[src/rtl/rr_bus_arbiter.sv]
// rr_bus_arbiter: round-robin 4-way bus arbiter with burst limit and a registered output slot
module rr_bus_arbiter #(
    parameter int MAX_BURST = 4
) (
    input  logic        clk,
    input  logic        reset,
    input  logic [3:0]  req,
    input  logic [15:0] data0,
    input  logic [15:0] data1,
    input  logic [15:0] data2,
    input  logic [15:0] data3,
    output logic [3:0]  grant,
    output logic [1:0]  sel,
    output logic [3:0]  ack,
    output logic [15:0] out_data,
    output logic        out_valid,
    input  logic        out_ready,
    output logic        busy
);
    typedef enum logic {IDLE, OWN} state_t;
    state_t state, state_next;
    logic [1:0] ptr, pick;
    logic [3:0] count, owner_mask;
    logic [15:0] bus;
    logic xfer, others, burst_end;
    always_comb begin
        owner_mask = 4'b0001 << sel;
        busy = state == OWN;
        grant = busy ? owner_mask : 4'b0000;
        xfer = !reset && busy && req[sel] && (!out_valid || out_ready);
        ack = xfer ? owner_mask : 4'b0000;
        others = |(req & ~owner_mask);
        burst_end = xfer && (count + 4'd1 == 4'(MAX_BURST));
        bus = sel == 2'd0 ? data0 : sel == 2'd1 ? data1 : sel == 2'd2 ? data2 : data3;
        state_next = busy ? ((!req[sel] || (burst_end && others)) ? IDLE : OWN)
                          : (|req ? OWN : IDLE);
        // Descending scan so the nearest requester after ptr wins; ptr itself is last.
        pick = ptr;
        for (int k = 4; k >= 1; k--)
            if (req[ptr + 2'(k)]) pick = ptr + 2'(k);
    end
    always_ff @(posedge clk)
        if (reset) state <= IDLE;
        else state <= state_next;
    always_ff @(posedge clk) begin
        if (reset) begin
            ptr <= 2'd3;
            count <= 4'd0;
            sel <= 2'd0;
            out_data <= 16'h0000;
            out_valid <= 1'b0;
        end else begin
            if (!busy && |req) sel <= pick;
            if (busy && state_next == IDLE) begin
                ptr <= sel;
                count <= 4'd0;
            end else if (xfer) count <= burst_end ? 4'd0 : count + 4'd1;
            if (xfer) begin
                out_data <= bus;
                out_valid <= 1'b1;
            end else if (out_ready) out_valid <= 1'b0;
        end
    end
endmodule
[config.mk]
export PLATFORM = sky130hd
export DESIGN_NAME = rr_bus_arbiter
export DESIGN_NICKNAME = d
export VERILOG_FILES = /design/src/rtl/rr_bus_arbiter.sv
export SDC_FILE = /design/constraint.sdc
export NUM_CORES = 1
export LEC_CHECK = 0
export CAP_MARGIN = 20
export CORE_MARGIN = 1
export CORE_UTILIZATION = 42
export CTS_CLUSTER_SIZE = 24
export DETAILED_ROUTE_END_ITERATION = 7
export PLACE_DENSITY = 0.86
export SLEW_MARGIN = 20
export SYNTH_ARGS = -nofsm -noshare
export SYNTH_HDL_FRONTEND = slang
export SYNTH_SLANG_ARGS = --single-unit
export TNS_END_PERCENT = 50
[constraint.sdc]
create_clock -name clk -period 2.8 [get_ports clk]
set_input_delay 0.28 -clock clk [delete_from_list [all_inputs] [get_ports clk]]
set_output_delay 0.28 -clock clk [all_outputs]
set_load 0.02 [all_outputs]
==> flow_metrics.tcl, run 1 <==
set metrics [dict create \
    status "finished clean" \
    antennaDiodeCount 0 \
    powerDensity_nw_per_um2 376 \
    comb_power_share 0.406 \
    ioPinCount 99 \
    grt_pass1_vias 1776 \
    slowest_stage "mux4_2" \
    cp_common_cell "clkdlybuf4s50_1" \
    critical_path_required_ns 2.52 \
    final_nets 350 \
    fin_setup_tns_ns 0 \
    swShare 0.301 \
    final.min_clock_period_ns 2.59 \
    rr_endpoint "count[3]" \
    start_kind "input port" \
    slowest_delay_ns 0.61 \
    numCtsBuffers 3 \
    cts_buffer_depth 2 \
    viasPerCell 5.33 \
    synth.top_cells.by_count "dfxtp_1, nand2b_1, nand2_1, mux4_2" \
    yosysWarningCount 0 \
    drtAntennaViolNets 0 \
    hpwl_mm 3.87 \
    die_h_um 67.8 \
    worst_pin_slew_ns 0.451 \
    yosys.cell_count.top_type "dfxtp_1" \
    synth_top_area_frac 0.286 \
    synth-async-reset-ratio 0 \
    worst_skew_pair.late_latency_ns 0.27 \
    r2r_slack_ns 0.84 \
    max_freq_mhz 386 \
    drv_slew 0 \
    num_rows 23 \
    dr.pass1.iters 4 \
    cts_tree "yes" \
    synth_edf_count 0 \
    ir_drop_uv 239 \
    routed_wl_mm 4.88 \
    dpl-instance-area_sq_um 2810 \
    drive_gt1_frac 0.167 \
    synth_cell_types 39 \
    h-tree-depth 1 \
    gp_congestion 0.918 \
    seq_area_frac_synth 0.286 \
    p_leak_nw 0.997 \
    hold_depth 2 \
    finClkSkew_ns 0.00218 \
    min_period_over_period 0.926 \
    clockPowerShare 0.197 \
    worstHoldStart "out_data[9]" \
    final_area_sq_um 2850 \
    relSlewSlack 0.699 \
    hold_violations 0 \
    p_sw_mw 0.323 \
    overflow 0 \
    whs_ns 0.476 \
    syn_area_sq_um 1820 \
    setup_viol 0 \
    die_area_sq_um 4600 \
    crit_type "in -> out" \
    r2r_start "sel[0]" \
    initial_utilization 0.445 \
    grt_max_degree 33 \
    ff2ff_path_depth 6 \
    syn_to_final_growth_pct 56.7 \
    clk_pin_slew_worst_paths_ns 0.09 \
    grt_use_total 0.237 \
    cts.sinks 26 \
    hold_end "out_data[9]" \
    cap_violations 0 \
    hold_path_class "reg -> reg" \
    drt_iter0_drc 73 \
    cts_setup_buffers 0 \
    synthFlopType "dfxtp_1" \
    vias 1733 \
    rsz0062_at_grt "false" \
    cts_root_buf "clkbuf_8" \
    power_mw 1.07 \
    cp-end-kind "output pin" \
    grt_pass1_wl_mm 8.12 \
    ys_seq_elements 26 \
    critPathMaxFanout 8 \
    core_area_sq_um 4090 \
    die_w_um 67.8 \
    netlist_top_cells_area "dfxtp_1, mux4_2, nand2b_1" \
    post-place-cells 322 \
    cts_hold_buf 0 \
    portBuffers 98 \
    syn_nets 255 \
    drc 0 \
    cts_resized 0 \
    stdcell_count 325 \
    p_int_mw 0.748 \
    wire_per_inst_um 15.0 \
    antenna_found_initial 0 \
    critPathArrivalTime_ns 2.31 \
    syn_inst 182 \
    pwr-share-seq 0.397 \
    avgSynthCellArea_sq_um 10.0 \
    path_cells "clkdlybuf4s50_1 > mux4_2 > nand2_2 > nor2b_2 > and3_1 > clkdlybuf4s50_1" \
    yosysTopAreaCell "dfxtp_1" \
]
## layout make-up
type	count	area, sq um
fillers	334	1240
flip-flops and latches	26	522
multi-input cells	138	1180
clock buffers	3	41.3
inverters	4	15.0
repair buffers	104	1030
well taps	50	62.6
## power groups by stage
stage | Clock (mW) | Sequential [mW] | Combinational (mW)
floorplan | 0 | 0.460 | 0.219
finish | 0.211 | 0.425 | 0.435
detailed placement | 0 | 0.433 | 0.438
global placement | 0 | 0.431 | 0.428
global route | 0.234 | 0.430 | 0.470
CTS | 0.213 | 0.425 | 0.439
## sequential cells by signal, summed over array words and instances, names as in the netlist
register   count
sel            2
ptr            2
count          4
out_data      16
out_valid      1
busy           1
## critical path: cells and delay by family
kind	cells	cell delay, ns
buffers and inverters	2	1.04
multiplexers	1	0.61
AND/OR/NAND/NOR	3	0.38
## placed cells by master (no fill, tap or decap), types with 3 or more instances in the layout
master	instances
a21oi_1	7
buf_4	6
clkbuf_8	3
clkdlybuf4s50_1	98
dfxtp_1	25
inv_1	4
mux2i_1	5
mux4_2	17
nand2_1	18
nand2b_1	21
nand3_1	3
nor2_1	10
nor2b_1	3
nor3_1	3
nor3b_1	3
o21ai_0	6
o21ai_1	6
o21ai_2	10
## worst max-delay path by stage
stage | from | endpoint | slack, ns | cells after the start
floorplan | sel[0] | ack[2] | 0.85 | 7
global placement | req[3] | ack[1] | 0.25 | 5
detailed placement | req[3] | ack[3] | 0.21 | 6
CTS | req[3] | ack[2] | 0.21 | 7
global route | req[3] | ack[2] | 0.05 | 7
finish | req[3] | ack[3] | 0.21 | 6
## kinds of logic (layout without fill, tap and decap cells)
kind of cell / after synthesis / in the layout / share of synthesized area
buffers and inverters: 18 / 111 / 0.0633
adders and majority gates: 2 / 2 / 0.0138
xor gates and xnor gates: 2 / 2 / 0.00963
AOI/OAI and AO/OA: 39 / 39 / 0.160
muxes: 22 / 22 / 0.238
and+or+nand+nor: 73 / 73 / 0.230
DFF: 26 / 26 / 0.286
## through the flow
step,util,setup WS [ns]
after global routing,0.697,0.0536
final,0.697,0.208
after detailed placement,0.687,0.213
after floorplan,-,0.851
after global placement,0.687,0.249
after CTS,0.697,0.213
## routing by layer
layer | track usage | share of wire | up-vias
met2 | 0.436 | 0.51 | 74
li1 | - | - | 851
met1 | 0.277 | 0.39 | 799
met4 | 0.0781 | 0.016 | 0
met5 | 0 | 0 | -
met3 | 0.0400 | 0.084 | 9
No activity file was read; power rests on OpenSTA's default activity.
==> run 2: changes to the inputs <==
Settings changed: CORE_UTILIZATION 42 to 43, CTS_BUF_LIST from default to sky130_fd_sc_hd__clkbuf_8, PLACE_DENSITY 0.86 to 0.88.
==> flow_metrics.tcl, run 2 (synthesis gave the netlist of run 1 again) <==
set metrics [dict create \
    status "finished clean" \
    p_leak_nw 0.998 \
    syn_to_final_growth_pct 56.9 \
    place_worst_setup_slack_ns 0.186 \
    drv_slew 0 \
    final.min_clock_period_ns 2.61 \
    h-tree-depth 1 \
    cp-startpoint "req[3]" \
    initial_utilization 0.452 \
    antenna_found_initial 0 \
    max_freq_mhz 383 \
    finClkSkew_ns 0.00411 \
    critPathMaxFanout 8 \
    cts_setup_buffers 0 \
    cts_tree "yes" \
    drt_iter0_drc 66 \
    layout_commonest_cell "clkdlybuf4s50_1" \
    final_cell_mix "clkdlybuf4s50_1, dfxtp_1, nand2b_1" \
    slowest_delay_ns 0.63 \
    cts_root_buf "clkbuf_8" \
    die_w_um 67.0 \
    r2r_start "sel[0]" \
    clk_pin_slew_worst_paths_ns 0.08 \
    vias 1758 \
    crit_type "in -> out" \
    final_nets 348 \
    ir_drop_uv 256 \
    worst_pin_slew_ns 0.459 \
    whs_ns 0.471 \
    die_area_sq_um 4500 \
    overflow 0 \
    hold_violations 0 \
    ioPinCount 99 \
    path_cells "clkdlybuf4s50_1 > mux4_2 > nand4b_4 > nor3b_1 > clkdlybuf4s50_1" \
    dr.pass1.iters 4 \
    drc 0 \
    cts.sinks 26 \
    die_h_um 67.0 \
    largest-register "out_data" \
    core_area_sq_um 4030 \
    largest_register_ffs 16 \
    numCtsBuffers 3 \
    cp_common_cell "clkdlybuf4s50_1" \
    worst_skew_pair.late_latency_ns 0.27 \
    portBuffers 98 \
    rsz0062_at_grt "false" \
    hold_path_class "reg -> reg" \
    fin_setup_tns_ns 0 \
    num_rows 23 \
    cap_violations 0 \
    grt_pass1_wl_mm 7.51 \
    drtAntennaViolNets 0 \
    hpwl_mm 3.79 \
    min_period_over_period 0.932 \
    fin_util 0.708 \
    cts_resized 0 \
    critical_path_required_ns 2.52 \
    grt_max_degree 32 \
    setup_viol 0 \
    r2r_slack_ns 0.84 \
    multiInputGateArea_sq_um 1190 \
    routed_wl_mm 4.91 \
    gp_congestion 0.830 \
    worstHoldStart "out_data[10]" \
    relSlewSlack 0.694 \
    cp-end-kind "output pin" \
    critPathArrivalTime_ns 2.33 \
    antennaDiodeCount 0 \
    cts_hold_buf 0 \
    powerDensity_nw_per_um2 385 \
    fin_ws_ns 0.190 \
    start_kind "input port" \
    drive_gt1_frac 0.164 \
    cts_buffer_depth 2 \
    grt_pass1_vias 1697 \
    fillers 324 \
    area.sequential_sq_um 522 \
    viasPerCell 5.43 \
    largestRegisters "out_data x16, count x4" \
    grt_use_total 0.222 \
    slowest_stage "clkdlybuf4s50_1" \
    wire_per_inst_um 15.1 \
]
## run 2: cell types whose count changed in the layout (fill, tap and decap cells not counted), sizes merged
cell / before / now
buf: 6 / 4
clkbuf: 3 / 4
## run 2: power breakdown
group | switching [mW] | internal [mW] | total (mW)
Combinational | 0.183 | 0.249 | 0.432
Sequential | 0.0231 | 0.401 | 0.424
Clock | 0.116 | 0.126 | 0.242
Total | 0.322 | 0.776 | 1.10
## run 2: cell type report
type	count	area share
flip-flops and latches	26	0.183
clock buffers	4	0.0193
multi-input cells	138	0.416
repair buffers	102	0.354
inverters	4	0.00526
well taps	50	0.0219
## run 2: worst paths after layout
| path | end | cells after the start |
|---|---|---|
| worst max-delay path | ack[1] | 5 |
| worst min-delay path | out_data[10] | 2 |
| worst max register to register | ptr[0] | 6 |
| worst min register to register | out_data[10] | 2 |
## run 2: stage by stage
step           cell area (sq um)  instances  total power, mW
6_report                    2850        324             1.10
3_5_place_dp                2800        320            0.868
2_1_floorplan               1820        182            0.679
5_1_grt                     2850        324             1.15
4_1_cts                     2850        324             1.11
3_3_place_gp                2800        320            0.858
## run 2: critical path: cells and delay by family
family,cells,cell delay (ns)
buf+inv,2,1.22
simple gates,2,0.44
mux,1,0.38
## run 2: metal layers
metal	global-route usage	vias up	wire length, um
li1	-	856	-
met1	0.234	831	1860
met2	0.430	60	2590
met3	0.0479	11	356
met4	0.0665	0	102
met5	0	-	0
==> run 3: changes to the inputs <==
Settings changed: CORE_MARGIN 1 to 3.
==> flow_metrics.tcl, run 3 (synthesis gave the netlist of run 1 again) <==
set metrics [dict create \
    status "finished clean" \
    ir_drop_uv 637 \
    wire_per_inst_um 15.1 \
    vias 1754 \
    ioPinCount 99 \
    final_nets 351 \
    grt_pass1_vias 1677 \
    worst_pin_slew_ns 0.451 \
    largest_register_ffs 16 \
    start_kind "input port" \
    core_area_sq_um 4030 \
    cts.sinks 26 \
    grt_use_total 0.195 \
    drv_slew 0 \
    fin_util 0.717 \
    critical_path_required_ns 2.52 \
    rsz0062_at_grt "false" \
    cts_buffer_depth 2 \
    cts_hold_buf 0 \
    grt_max_degree 33 \
    relSlewSlack 0.699 \
    ff2ff_path_depth 6 \
    fin_setup_tns_ns 0 \
    gp_congestion 0.896 \
    rr_endpoint "count[3]" \
    cts_root_buf "clkbuf_8" \
    hold_violations 0 \
    cap_violations 0 \
    post-place-cells 323 \
    cts_resized 0 \
    drtAntennaViolNets 0 \
    stdcell_count 327 \
    worst_skew_pair.late_latency_ns 0.27 \
    syn_to_final_growth_pct 58.7 \
    final.min_clock_period_ns 2.56 \
    grt_pass1_wl_mm 7.89 \
    critPathMaxFanout 8 \
    finClkSkew_ns 0.00628 \
    num_rows 23 \
    overflow 0 \
    fillers 308 \
    cp-startpoint "req[1]" \
    routed_wl_mm 4.94 \
    cts_tree "yes" \
    final_cell_mix "clkdlybuf4s50_1, dfxtp_1, nand2b_1" \
    cp-end-kind "output pin" \
    antenna_found_initial 0 \
    critPathArrivalTime_ns 2.28 \
    die_h_um 71.0 \
    hold_path_class "reg -> reg" \
    min_period_over_period 0.916 \
    initial_utilization 0.452 \
    numCtsBuffers 3 \
    drc 0 \
    die_w_um 71.0 \
    layout_commonest_cell "clkdlybuf4s50_1" \
    clk_pin_slew_worst_paths_ns 0.09 \
    setup_viol 0 \
    portBuffers 98 \
    crit_type "in -> out" \
    dr.pass1.iters 5 \
    viasPerCell 5.36 \
    powerDensity_nw_per_um2 405 \
    drive_gt1_frac 0.173 \
    die_area_sq_um 5050 \
    max_freq_mhz 390 \
    r2r_slack_ns 0.84 \
    h-tree-depth 1 \
    cts_setup_buffers 0 \
    r2r_start "sel[0]" \
    drt_iter0_drc 102 \
    largestRegisters "out_data x16, count x4" \
    hpwl_mm 3.72 \
    worstSetupEndpoint "ack[1]" \
    antennaDiodeCount 0 \
    largest-register "out_data" \
    p_leak_nw 1.02 \
]
run 3: cell count changes in the layout (fill, tap and decap cells not counted), sizes merged:
cell / delta
bufinv: +1
buf: +3
clkbuf: -1
run 3: critical path: stages:
cell and delay (ns):
clkdlybuf4s50_1 0.55, mux4_2 0.36, nand4b_4 0.19, nor3b_1 0.25
clkdlybuf4s50_1 0.64
run 3: stage by stage:
| step | setup slack, ns | hold slack, ns | total power, mW | area, sq um |
|---|---|---|---|---|
| 3_5_place_dp | 0.213 | 0.454 | 0.870 | 2820 |
| 6_report | 0.236 | 0.468 | 1.17 | 2890 |
| 3_3_place_gp | 0.259 | 0.451 | 0.861 | 2820 |
| 2_1_floorplan | 0.851 | 0.504 | 0.679 | 1820 |
| 5_1_grt | 0.0896 | 0.492 | 1.23 | 2890 |
| 4_1_cts | 0.218 | 0.470 | 1.18 | 2890 |
run 3: area by class of cell:
class                      count  area [sq um]  share of cell area
multi-input combinational    138          1180               0.410
timing repair buffer         105          1030               0.358
sequential                    26           522               0.181
tap                           50          62.6              0.0217
clock buffer                   3          41.3              0.0143
clock inverter                 1          30.0              0.0104
inverter                       4          15.0             0.00520
run 3: worst min-delay path by stage:
stage | cells past startpoint | to | slack [ns] | start
5_1_grt | 2 | out_data[5] | 0.49 | out_data[5]
3_3_place_gp | 2 | out_data[6] | 0.45 | out_data[6]
6_report | 2 | out_data[7] | 0.47 | out_data[7]
2_1_floorplan | 2 | sel[0] | 0.50 | ptr[1]
3_5_place_dp | 2 | out_data[10] | 0.45 | out_data[10]
4_1_cts | 2 | out_data[10] | 0.47 | out_data[10]
run 3: routing by layer:
| layer | wire length (um) | part of all wire | vias to the layer above | track usage |
|---|---|---|---|---|
| li1 | - | - | 856 | - |
| met2 | 2550 | 0.52 | 67 | 0.353 |
| met1 | 1960 | 0.40 | 824 | 0.228 |
| met3 | 364 | 0.074 | 7 | 0.0497 |
| met4 | 70 | 0.014 | 0 | 0.0480 |
| met5 | 0 | 0 | - | 0 |
run 3: report_power, final:
group          leakage, nW  internal, mW  total [mW]  switching (mW)
clock network       0.0357         0.191       0.311           0.120
logic                0.768         0.252       0.436           0.184
registers            0.213         0.401       0.423          0.0221
total                 1.02         0.844        1.17           0.326
